===== src/rtl/systolic_pkg.sv =====
// Shared defaults and row type for the systolic array result path.
package systolic_pkg;

    localparam int unsigned DEF_SYSTOLIC_WIDTH = 4;
    localparam int unsigned DEF_SUM_WIDTH      = 16;
    localparam int unsigned DEF_FIFO_DEPTH     = 8;
    localparam int unsigned DEF_ROW_CNT_W      = 8;

    typedef logic [DEF_SYSTOLIC_WIDTH*DEF_SUM_WIDTH-1:0] row_t;

endpackage


===== src/rtl/drain_fifo.sv =====
// Synchronous row FIFO with registered storage, occupancy count and synchronous flush.
module drain_fifo #(
    parameter int unsigned WIDTH = 64,
    parameter int unsigned DEPTH = 8
) (
    input  logic                           clk,
    input  logic                           rst_n,
    input  logic                           clear,
    input  logic                           wr_en,
    input  logic [WIDTH-1:0]               wr_data,
    input  logic                           rd_en,
    output logic [WIDTH-1:0]               rd_data,
    output logic                           rd_valid,
    output logic [$clog2(DEPTH+1)-1:0]     count
);

    localparam int unsigned AW = (DEPTH > 1) ? $clog2(DEPTH) : 1;
    localparam int unsigned CW = $clog2(DEPTH + 1);

    logic [WIDTH-1:0] mem_q [DEPTH];
    logic [AW-1:0]    wr_ptr_q;
    logic [AW-1:0]    rd_ptr_q;
    logic [CW-1:0]    count_q;
    logic             full;
    logic             rd;

    assign full = (count_q == CW'(DEPTH));
    assign rd   = rd_en && (count_q != '0);

    // DEPTH is a power of two, so pointers wrap naturally.
    always_ff @(posedge clk or negedge rst_n) begin
        if (!rst_n) begin
            for (int i = 0; i < int'(DEPTH); i++) mem_q[i] <= '0;
            wr_ptr_q <= '0;
            rd_ptr_q <= '0;
            count_q  <= '0;
        end else if (clear) begin
            wr_ptr_q <= '0;
            rd_ptr_q <= '0;
            count_q  <= '0;
        end else begin
            if (wr_en) begin
                mem_q[wr_ptr_q] <= wr_data;
                wr_ptr_q        <= wr_ptr_q + AW'(1);
            end
            if (rd) rd_ptr_q <= rd_ptr_q + AW'(1);
            if (wr_en && !rd) begin
                count_q <= count_q + CW'(1);
            end else if (rd && !wr_en) begin
                count_q <= count_q - CW'(1);
            end
        end
    end

    assign rd_data  = mem_q[rd_ptr_q];
    assign rd_valid = (count_q != '0);
    assign count    = count_q;

    a_no_write_when_full: assert property (
        @(posedge clk) disable iff (!rst_n) !(wr_en && full && !rd_en && !clear)
    );

endmodule


===== src/rtl/systolic_drain.sv =====
// De-skews per-column partial sums from the systolic array into whole rows, buffers them
// and streams them out with tile framing. Expects SYSTOLIC_WIDTH >= 2.
module systolic_drain
    import systolic_pkg::*;
#(
    parameter int unsigned SYSTOLIC_WIDTH = DEF_SYSTOLIC_WIDTH,
    parameter int unsigned SUM_WIDTH      = DEF_SUM_WIDTH,
    parameter int unsigned FIFO_DEPTH     = DEF_FIFO_DEPTH,
    parameter int unsigned ROW_CNT_W      = DEF_ROW_CNT_W
) (
    input  logic                                 clk,
    input  logic                                 rst_n,
    input  logic                                 clear,
    input  logic [SYSTOLIC_WIDTH*SUM_WIDTH-1:0]  sum_in,
    input  logic                                 sum_valid,
    output logic                                 in_ready,
    input  logic [ROW_CNT_W-1:0]                 tile_rows,
    output logic [SYSTOLIC_WIDTH*SUM_WIDTH-1:0]  out_data,
    output logic                                 out_valid,
    input  logic                                 out_ready,
    output logic                                 out_last,
    output logic                                 overflow,
    output logic [$clog2(FIFO_DEPTH+1)-1:0]      level
);

    localparam int unsigned ROW_W = SYSTOLIC_WIDTH * SUM_WIDTH;
    localparam int unsigned LVL_W = $clog2(FIFO_DEPTH + 1);
    localparam int unsigned PIPE  = SYSTOLIC_WIDTH - 1;

    logic [PIPE-1:0]      valid_q;
    logic [ROW_W-1:0]     aligned_row;
    logic                 accept;
    logic                 push;
    logic                 pop;
    logic [LVL_W:0]       inflight;
    logic [LVL_W:0]       occupancy;
    logic [ROW_CNT_W-1:0] row_cnt_q;
    logic [ROW_CNT_W-1:0] last_idx;
    logic                 overflow_q;

    assign accept = sum_valid && in_ready && !clear;
    assign push   = valid_q[PIPE-1];
    assign pop    = out_valid && out_ready;

    always_ff @(posedge clk or negedge rst_n) begin
        if (!rst_n) begin
            valid_q <= '0;
        end else if (clear) begin
            valid_q <= '0;
        end else begin
            valid_q <= (valid_q << 1) | PIPE'(accept);
        end
    end

    // Lane j arrives j cycles late; delay it so every lane lines up with lane N-1.
    for (genvar j = 0; j < SYSTOLIC_WIDTH; j++) begin : g_lane
        if (j == SYSTOLIC_WIDTH - 1) begin : g_direct
            assign aligned_row[j*SUM_WIDTH +: SUM_WIDTH] = sum_in[j*SUM_WIDTH +: SUM_WIDTH];
        end else begin : g_delay
            localparam int unsigned DLY = SYSTOLIC_WIDTH - 1 - j;
            logic [SUM_WIDTH-1:0] sr_q [DLY];

            always_ff @(posedge clk or negedge rst_n) begin
                if (!rst_n) begin
                    for (int k = 0; k < int'(DLY); k++) sr_q[k] <= '0;
                end else begin
                    sr_q[0] <= sum_in[j*SUM_WIDTH +: SUM_WIDTH];
                    for (int k = 1; k < int'(DLY); k++) sr_q[k] <= sr_q[k-1];
                end
            end

            assign aligned_row[j*SUM_WIDTH +: SUM_WIDTH] = sr_q[DLY-1];
        end
    end

    always_comb begin
        inflight = '0;
        for (int k = 0; k < int'(PIPE); k++) begin
            inflight = inflight + (LVL_W+1)'(valid_q[k]);
        end
    end

    // Rows already in the de-skew pipe hold a FIFO slot, so credit never oversubscribes.
    assign occupancy = {1'b0, level} + inflight;
    assign in_ready  = (occupancy < (LVL_W+1)'(FIFO_DEPTH));

    drain_fifo #(
        .WIDTH (ROW_W),
        .DEPTH (FIFO_DEPTH)
    ) u_fifo (
        .clk      (clk),
        .rst_n    (rst_n),
        .clear    (clear),
        .wr_en    (push),
        .wr_data  (aligned_row),
        .rd_en    (pop),
        .rd_data  (out_data),
        .rd_valid (out_valid),
        .count    (level)
    );

    assign last_idx = (tile_rows == '0) ? '0 : tile_rows - ROW_CNT_W'(1);

    always_ff @(posedge clk or negedge rst_n) begin
        if (!rst_n) begin
            row_cnt_q <= '0;
        end else if (clear) begin
            row_cnt_q <= '0;
        end else if (pop) begin
            row_cnt_q <= (row_cnt_q == last_idx) ? '0 : row_cnt_q + ROW_CNT_W'(1);
        end
    end

    assign out_last = out_valid && (row_cnt_q == last_idx);

    always_ff @(posedge clk or negedge rst_n) begin
        if (!rst_n) begin
            overflow_q <= 1'b0;
        end else if (clear) begin
            overflow_q <= 1'b0;
        end else if (sum_valid && !in_ready) begin
            overflow_q <= 1'b1;
        end
    end

    assign overflow = overflow_q;

endmodule

===== config.mk =====
export PLATFORM = sky130hd
export DESIGN_NAME = systolic_drain
export DESIGN_NICKNAME = d
export VERILOG_FILES = /design/src/rtl/systolic_pkg.sv /design/src/rtl/drain_fifo.sv /design/src/rtl/systolic_drain.sv
export SDC_FILE = /design/constraint.sdc
export NUM_CORES = 1
export LEC_CHECK = 0
export CAP_MARGIN = 25
export CORE_MARGIN = 2
export CORE_UTILIZATION = 37
export CTS_BUF_LIST = sky130_fd_sc_hd__clkbuf_8
export CTS_CLUSTER_DIAMETER = 100
export CTS_CLUSTER_SIZE = 20
export DETAILED_ROUTE_END_ITERATION = 7
export REMOVE_ABC_BUFFERS = 1
export SETUP_SLACK_MARGIN = 0.1
export SYNTH_ARGS = -nofsm -noshare
export SYNTH_HDL_FRONTEND = slang
export SYNTH_HIERARCHICAL = 1
export SYNTH_SLANG_ARGS = --single-unit

===== constraint.sdc =====
create_clock -name clk -period 4.7 [get_ports clk]
set_input_delay 1.41 -clock clk [delete_from_list [all_inputs] [get_ports clk]]
set_output_delay 1.41 -clock clk [all_outputs]
set_load 0.005 [all_outputs]

==> results.toml, run 1 <==
[drt]
drt_wl_total_um = 58100
routedWlPerCell_um = 21.6
route.detailed.drc = 0
top_layer_used = "met4"
met3RoutedLength_um = 1840
wl_met1_um = 26500
firstDrtPassIters = 4
detail-route-antenna-nets = 0
route.met2.wl_um = 28700
via_count = 14100
drt_iter0_drc = 696
post_drt_via_cell_ratio = 5.24

[timing]
slew_headroom = 0.429
fin_crit_ns = 4.81
period_share = 1.02
setup_violations = 1
tightest_slew_ns = 0.857
fmax_mhz = 208
rsz0062_at_grt = "true"
tns_ns = -0.106
drv_slew = 0
fin_skew_ns = 0.0217
setup_ws_ns = -0.106
finalHoldViolCount = 0

[synth]
avgSynthCellArea_um2 = 17.0
ys_warn_count = 6
seq_area_frac_synth = 0.587
synth_flop_cell = "dfrtp_1"
synth.cell_area_um2 = 26800
synth_edf_count = 0
syn_inst = 1581
ys_types = 59
synth-seq-cells = 630
async_reset_ff_frac = 1.00

[power_and_ir_drop]
internal-power_mw = 7.23
power.density_nw_per_um2 = 316
switching_power_mw = 2.33
p_clk_frac = 0.250
power_mw = 9.56
swShare = 0.244
power.share.sequential = 0.607
combPwrFrac = 0.143
p_leak_nw = 13.8
vdd_drop_max_mv = 0.220

[place]
post-place-ws_ns = -0.963
numPortBuffers = 148
routabilityCongestion = 0.747
dp_hpwl_um = 34600

[job]
max-cap-violations = 0

[critical_path]
cp_max_fo = 3
required_ns = 3.29
cp.arrival_ns = 3.40
worstSetupStartpointType = "input port"
end_kind = "primary output"
critPathKind = "input port to primary output"
ff2ff_setup_slack_ns = 1.48

[clock_network]
cts_root_buffer = "clkbuf_8"
cts_buffer_depth = 3
clk_latency_ns = 0.65
cts_buffers = 37
h-tree-depth = 2
cts_tree = "done"
clk_pin_slew_ns = 0.11
cts.sinks = 630

[cells_and_area]
area_growth_pct = 12.9
n_fill_cell = 6421
drive_gt1_frac = 0.479
antenna_cells = 0
final_nets = 1823

[outcome]
violations = "negative setup slack"
status = "finished, violations left"

[global_route]
grt_usage = 0.158
antenna_found_initial = 0
grt_pass1_wl_um = 91800
grt_pass1_vias = 15500
grt_max_degree = 92
gr-total-overflow = 0

[floorplan]
chipHeight_um = 273
dieArea_um2 = 74700
start_util = 0.375
row_count = 98
ios = 149
die_w_um = 273
core_region_area_um2 = 71600

[hold_path]
min_path_type = "flip-flop to flip-flop"
-- registers in the layout, indices dropped and copies added (netlist names) --
signal / flops
u_fifo/wr_ptr_q: 3
valid_q: 3
row_cnt_q: 8
u_fifo/rd_ptr_q: 3
g_lane.g_delay.sr_q: 64
aligned_row: 32
overflow: 1
u_fifo/count: 4
u_fifo/mem_q: 512
-- cells in the mapped netlist (6+ instances only) --
library cell  count  share of area
mux2_1           14         0.0059
clkbuf_1         20         0.0028
a211oi_1          7         0.0020
mux2_2          562           0.24
ha_1              7         0.0033
nand2_1          11         0.0015
buf_4             9         0.0025
buf_2            50         0.0093
buf_6            14         0.0059
nand3b_1          6         0.0017
mux2i_1           7         0.0026
dfrtp_1         630           0.59
inv_1            10         0.0014
nor2_1           14         0.0020
xnor2_1           8         0.0026
mux4_2          128           0.11
-- power groups by stage --
stage	registers [mW]	clock network (mW)	logic, mW
finish	5.81	2.39	1.37
global route	5.84	2.73	1.50
floorplan	5.89	0	0.643
CTS	5.81	2.54	1.41
detailed placement	5.91	0	1.40
global placement	5.90	0	1.39
-- layout by cell type (no fill, tap or decap), types with 3 or more instances in the layout --
cell type        instances
a211oi_1                 6
a21oi_1                  3
a221oi_1                 4
buf_12                  18
buf_2                    4
buf_4                   46
buf_6                    4
clkbuf_8                38
clkdlybuf4s50_1        138
dfrtp_1                627
dfrtp_4                  3
dlygate4sd2_1            3
ha_1                     6
inv_1                   10
mux2_1                  14
mux2_2                 562
mux2i_1                  7
mux4_2                 128
nand2_1                 10
nand3_1                  3
nand3b_1                 6
nor2_1                  13
nor3_1                   4
nor4_4                   3
o21ai_1                  3
or3_1                    3
or4_4                    3
xnor2_1                  8
xor2_1                   5
-- final cells by class --
type	instances	area, µm²	share of cell area
tap	950	1190	0.0392
sequential	630	15800	0.521
timing repair buffer	215	2200	0.0727
clock buffer	38	523	0.0173
multi-input combinational	841	10500	0.348
inverter	12	45.0	0.00149
clock inverter	4	27.5	0.000908
-- logic make-up (layout without fill, tap and decap cells) --
family | Yosys count | after routing | share of synthesized area
AO/OA/AOI/OAI | 34 | 34 | 0.0108
XOR/XNOR | 14 | 14 | 0.00508
adder cells (fa/ha/maj) | 9 | 9 | 0.00476
buffers and inverters | 110 | 269 | 0.0229
flip-flops | 630 | 630 | 0.587
multiplexers | 711 | 711 | 0.352
AND/OR/NAND/NOR | 73 | 73 | 0.0173
-- worst max-delay path, stage by stage --
cell and delay, ns:
buf_6 0.09, buf_6 0.10, or4_4 0.52, mux2i_1 0.21
mux2i_1 0.20, nand4_1 0.15, a2111oi_4 0.42, and2_1 0.17
buf_2 0.10
-- worst paths after layout --
kind	from	to	cells past startpoint
worst max-delay path	tile_rows[1]	out_last	9
worst min-delay path	g_lane[0].g_delay.sr_q[34]	g_lane[0].g_delay.sr_q[18]	0
worst max register to register	u_fifo/count[0]	u_fifo/count[3]	10
worst min register to register	g_lane[0].g_delay.sr_q[34]	g_lane[0].g_delay.sr_q[18]	0
max in group asynchronous	rst_n	u_fifo/mem_q[28]	2
min in group asynchronous	rst_n	u_fifo/mem_q[228]	1
-- stage by stage --
step | instances | util | hold slack [ns] | area, µm²
floorplan | 1483 | - | 0.331 | 26300
global route | 2690 | 0.423 | 0.367 | 30300
finish | 2690 | 0.423 | 0.359 | 30300
CTS | 2689 | 0.423 | 0.358 | 30300
detailed placement | 2645 | 0.415 | 0.335 | 29700
global placement | 2645 | 0.415 | 0.333 | 29700
-- routing by layer --
metal  vias to the layer above  GRT usage
li1                       6138          -
met1                      7712      0.216
met2                       181      0.266
met3                        73     0.0250
met4                         0     0.0354
met5                         -          0
-- what timing repair did --
item,in CTS,in global routing
pin swaps,10,4
hold buffers,0,0
setup buffers,2,1
endpoints found under the setup margin,1,3
gates resized for setup,38,2
Power figures use the tool's default switching activity.
==> inputs of run 2 (changes only) <==
- CORE_MARGIN: 2 -> unset
- CTS_CLUSTER_DIAMETER: 100 -> unset
==> run 2 against run 1 <==
Effect of this change:
- the flow still finishes with violations (negative setup slack)
- wire length grew 1.8%
- final cell count increased by 5.3%
- via count is 2.7% higher
- fmax grew 0.61%
- worst hold slack worse by 0.032 ns
- critical endpoint unchanged
==> results.toml, run 2 (same netlist as run 1, synthesis figures left out) <==
[hold_path]
min_from = "g_lane[0].g_delay.sr_q[25]"
min_path_type = "flip-flop to flip-flop"

[critical_path]
crit_end = "out_last"
slowest_stage = "or4_4"
required_ns = 3.29
timing.rr.start = "u_fifo/count[0]"
cp.arrival_ns = 3.37
end_kind = "primary output"
critPathKind = "input port to primary output"
r2r-end = "u_fifo/count[3]"
reg2reg_depth = 10
cp_max_fo = 3
slowest_delay_ns = 0.51
worstSetupStartpointType = "input port"
cp-startpoint = "tile_rows[1]"
ff2ff_setup_slack_ns = 1.48
path_cells = "buf_6, buf_6, or4_4, mux2i_1, mux2i_1, nand4_1, a2111oi_4, and2_1, buf_2"

[timing]
period_share = 1.02
tns_ns = -0.0767
setup_violations = 1
fin_crit_ns = 4.78
tightest_slew_ns = 0.899
fin_skew_ns = 0.0333
rsz0062_at_grt = "true"
fmax_mhz = 209
drv_slew = 0
finalHoldViolCount = 0
slew_headroom = 0.400
setup_ws_ns = -0.0767

[cells_and_area]
fin_area_um2 = 31900
mostFrequentLayoutCell = "dfrtp_1"
largest_register_ffs = 512
utilization = 0.446
drive_gt1_frac = 0.495
area_growth_pct = 19.0
final_nets = 1886
top_register = "u_fifo/mem_q"
mostFrequentLayoutCells = "dfrtp_1 (627), mux2_2 (562), clkdlybuf4s50_1 (138)"

[clock_network]
clk_pin_slew_ns = 0.06
cts-hold-fix-buffers = 0
clk_latency_ns = 0.69
cts_tree = "done"
cts_root_buffer = "clkbuf_8"
cts_buffers = 108
cts_buffer_depth = 3
cts.sinks = 630
h-tree-depth = 3

[global_route]
grt_usage = 0.165
grt_pass1_wl_um = 94400
met1_usage = 0.218
gr-usage-met2 = 0.275
grt_pass1_vias = 16200
antenna_found_initial = 2
grt_max_degree = 99
gr-total-overflow = 0
grt_use_met3 = 0.0305
grt_busiest_layer = "met2"

[place]
numPortBuffers = 148
post-place-ws_ns = -0.949
placed_cell_area_um2 = 29700
dp_hpwl_um = 33300
routabilityCongestion = 0.721

[power_and_ir_drop]
power_mw = 12.0
vdd_drop_max_mv = 0.174
power.density_nw_per_um2 = 375
p_leak_nw = 14.8

[drt]
via_count = 14500
detail-route-antenna-nets = 0
drt_iter0_drc = 596
route.detailed.drc = 0
post_drt_via_cell_ratio = 5.11
firstDrtPassIters = 4
routedWlPerCell_um = 20.9
drt_wl_total_um = 59200

[floorplan]
chipHeight_um = 271
core_region_area_um2 = 71600
dieArea_um2 = 73600
row_count = 98
die_w_um = 271
start_util = 0.375
ios = 149

[outcome]
violations = "negative setup slack"
status = "finished, violations left"

[job]
max-cap-violations = 0
## run 2: cell types whose count changed in the layout (fill, tap and decap cells not counted), moves of 2 or more
cell | previous run | this run
buf_4 | 46 | 30
clkinv_2 | 0 | 5
clkbuf_8 | 38 | 133
buf_12 | 18 | 25
diode_2 | 0 | 2
inv_1 | 10 | 56
## run 2: area by class of cell
class | instances | area (µm²)
multi-input combinational | 841 | 10600
antenna | 2 | 5.00
timing repair buffer | 207 | 2230
clock inverter | 58 | 294
tap | 950 | 1190
inverter | 12 | 45.0
clock buffer | 133 | 1830
fill | 6352 | 39700
sequential | 630 | 15800
## run 2: critical path: cells and delay by family
kind	cells	cell delay [ns]
compound gates	1	0.36
buf+inv	3	0.29
mux	2	0.44
simple gates	3	0.86
## run 2: how the worst min path moves through the flow
stage,end,slack [ns],cells after the start
CTS,aligned_row[9],0.31,0
finish,aligned_row[9],0.33,0
global route,aligned_row[9],0.31,0
floorplan,aligned_row[0],0.33,0
detailed placement,aligned_row[19],0.33,0
global placement,aligned_row[24],0.33,0
## run 2: repair_timing
action | CTS | global route
hold endpoints to repair | 0 | 0
buffers inserted | 3 | 0
pin swaps | 13 | 1
setup endpoints to repair | 1 | 1
gates resized for setup | 41 | 2
## run 2: where the power goes
part	total (mW)	internal, mW	switching, mW
Combinational	1.37	0.840	0.534
Clock	4.78	2.60	2.18
Sequential	5.82	5.66	0.155
Total	12.0	9.10	2.87
## run 2: per-layer routing
layer	part of all wire	wire [µm]
met1	0.45	26700
met2	0.50	29500
met3	0.034	2030
met4	0.016	971
met5	0.00015	9
## run 2: stage by stage
stage                     instances  hold slack (ns)
after floorplan                1483            0.331
after global placement         2637            0.333
after detailed placement       2637            0.335
after CTS                      2831            0.311
after global routing           2833            0.312
final                          2833            0.327
==> inputs of run 3 (changes only) <==
- CTS_BUF_LIST: sky130_fd_sc_hd__clkbuf_8 -> unset
- CTS_CLUSTER_SIZE: 20 -> unset
==> run 3 against run 2 <==
Effect of this change:
- the flow still finishes with violations (negative setup slack)
- setup slack gained 0.00070 ns
- combinational power about the same
- final area is 0.49% higher
- sequential power hardly changed
- die area did not move
- total power is 5.1% higher
- non-clock buffer count unchanged
==> results.toml, run 3 (same netlist as run 1, synthesis figures left out) <==
[timing]
setup_violations = 1
setup_ws_ns = -0.0760
fin_skew_ns = 0.0233
fmax_mhz = 209
rsz0062_at_grt = "true"
slew_headroom = 0.391
drv_slew = 0
period_share = 1.02
fin_crit_ns = 4.78
finalHoldViolCount = 0
tightest_slew_ns = 0.913

[cells_and_area]
largest_register_ffs = 512
mostFrequentLayoutCell = "dfrtp_1"
top_register = "u_fifo/mem_q"
utilization = 0.448
final_nets = 1850
drive_gt1_frac = 0.491
area_growth_pct = 19.5
mostFrequentLayoutCells = "dfrtp_1 (627), mux2_2 (562), clkdlybuf4s50_1 (138)"
instances_no_fill = 2761
n_fill_cell = 6280
antenna_cells = 0

[critical_path]
cp_max_fo = 3
critPathKind = "input port to primary output"
r2r-end = "u_fifo/count[3]"
cp.arrival_ns = 3.37
ff2ff_setup_slack_ns = 1.47
slowest_stage = "or4_4"
worstSetupStartpointType = "input port"
critPathTopFamily = "simple AND/OR/NAND/NOR gates"
reg2reg_depth = 10
path_buf_inv = 3
timing.rr.start = "u_fifo/count[0]"
path_cells = "buf_6, buf_6, or4_4, mux2i_1, mux2i_1, nand4_1, a2111oi_4, and2_1, buf_2"
end_kind = "primary output"
required_ns = 3.29
slowest_delay_ns = 0.51

[global_route]
grt_max_degree = 99
antenna_found_initial = 1
grt_pass1_vias = 15900
gr-total-overflow = 0
grt_pass1_wl_um = 93700
grt_usage = 0.164

[clock_network]
cts.sinks = 630
cts-hold-fix-buffers = 0
clk_pin_slew_ns = 0.05
cts_buffers = 72
clk_latency_ns = 0.60
cts_buffer_depth = 3
h-tree-depth = 3
cts_tree = "done"
cts_root_buffer = "clkbuf_16"

[floorplan]
die_w_um = 271
start_util = 0.375
row_count = 98
ios = 149
chipHeight_um = 271
core_region_area_um2 = 71600
dieArea_um2 = 73600

[drt]
firstDrtPassIters = 4
drt_wl_total_um = 58700
via_count = 14300
detail-route-antenna-nets = 0
drt_iter0_drc = 639
routedWlPerCell_um = 21.3
post_drt_via_cell_ratio = 5.17
route.detailed.drc = 0

[power_and_ir_drop]
power.density_nw_per_um2 = 392
vdd_drop_max_mv = 0.257
p_leak_nw = 14.7

[hold_path]
min_path_type = "flip-flop to flip-flop"
min_from = "g_lane[1].g_delay.sr_q[19]"
whs_path_depth = 0
whs_endpoint = "aligned_row[19]"

[place]
numPortBuffers = 148
dp.cells = 2637
dp_hpwl_um = 33300
routabilityCongestion = 0.721

[outcome]
violations = "negative setup slack"
status = "finished, violations left"

[job]
max-cap-violations = 0
[run 3: layer usage]
metal	part of all wire	vias up	GRT usage
li1	-	6261	-
met1	0.45	7746	0.218
met2	0.50	193	0.274
met3	0.033	85	0.0294
met4	0.019	2	0.0486
met5	0.00015	-	0
[run 3: worst max-delay path by stage]
stage                             from          end  slack, ns  cells after the start
floorplan           u_fifo/rd_ptr_q[0]  out_data[0]      -2.62                      2
global placement          tile_rows[0]     out_last      -0.90                     11
detailed placement        tile_rows[0]     out_last      -0.95                     11
CTS                       tile_rows[1]     out_last      -0.06                      9
global route              tile_rows[1]     out_last      -0.15                      9
finish                    tile_rows[1]     out_last      -0.08                      9
[run 3: area by class of cell]
cell class	count	area, µm²	area share
clock buffers	104	2090	0.0653
clock inverters	17	193	0.00601
inverters	12	45.0	0.00140
multi-input cells	841	10600	0.329
flip-flops and latches	630	15800	0.492
well taps	950	1190	0.0371
repair buffers	207	2230	0.0696
[run 3: what timing repair did]
action                     CTS  global route
resized for setup           41             2
buffers inserted             3             0
pin swaps                   13             1
setup endpoints to repair    1             1
[run 3: per-stage QoR]
stage               power [mW]  setup WS [ns]  setup TNS (ns)  cell area (µm²)  hold WS, ns
floorplan                 6.53          -2.62         -476.57            26300        0.331
global placement          7.27         -0.897          -0.897            29700        0.333
detailed placement        7.31         -0.949          -0.949            29700        0.335
CTS                       12.8        -0.0562         -0.0562            32100        0.348
global route              13.2         -0.149          -0.149            32100        0.351
finish                    12.6        -0.0760         -0.0760            32100        0.346
[run 3: power breakdown]
group | switching [mW] | leakage [nW] | internal, mW
Sequential | 0.154 | 8.44 | 5.66
Clock | 2.14 | 1.11 | 3.25
Combinational | 0.534 | 5.14 | 0.840
Total | 2.83 | 14.7 | 9.75
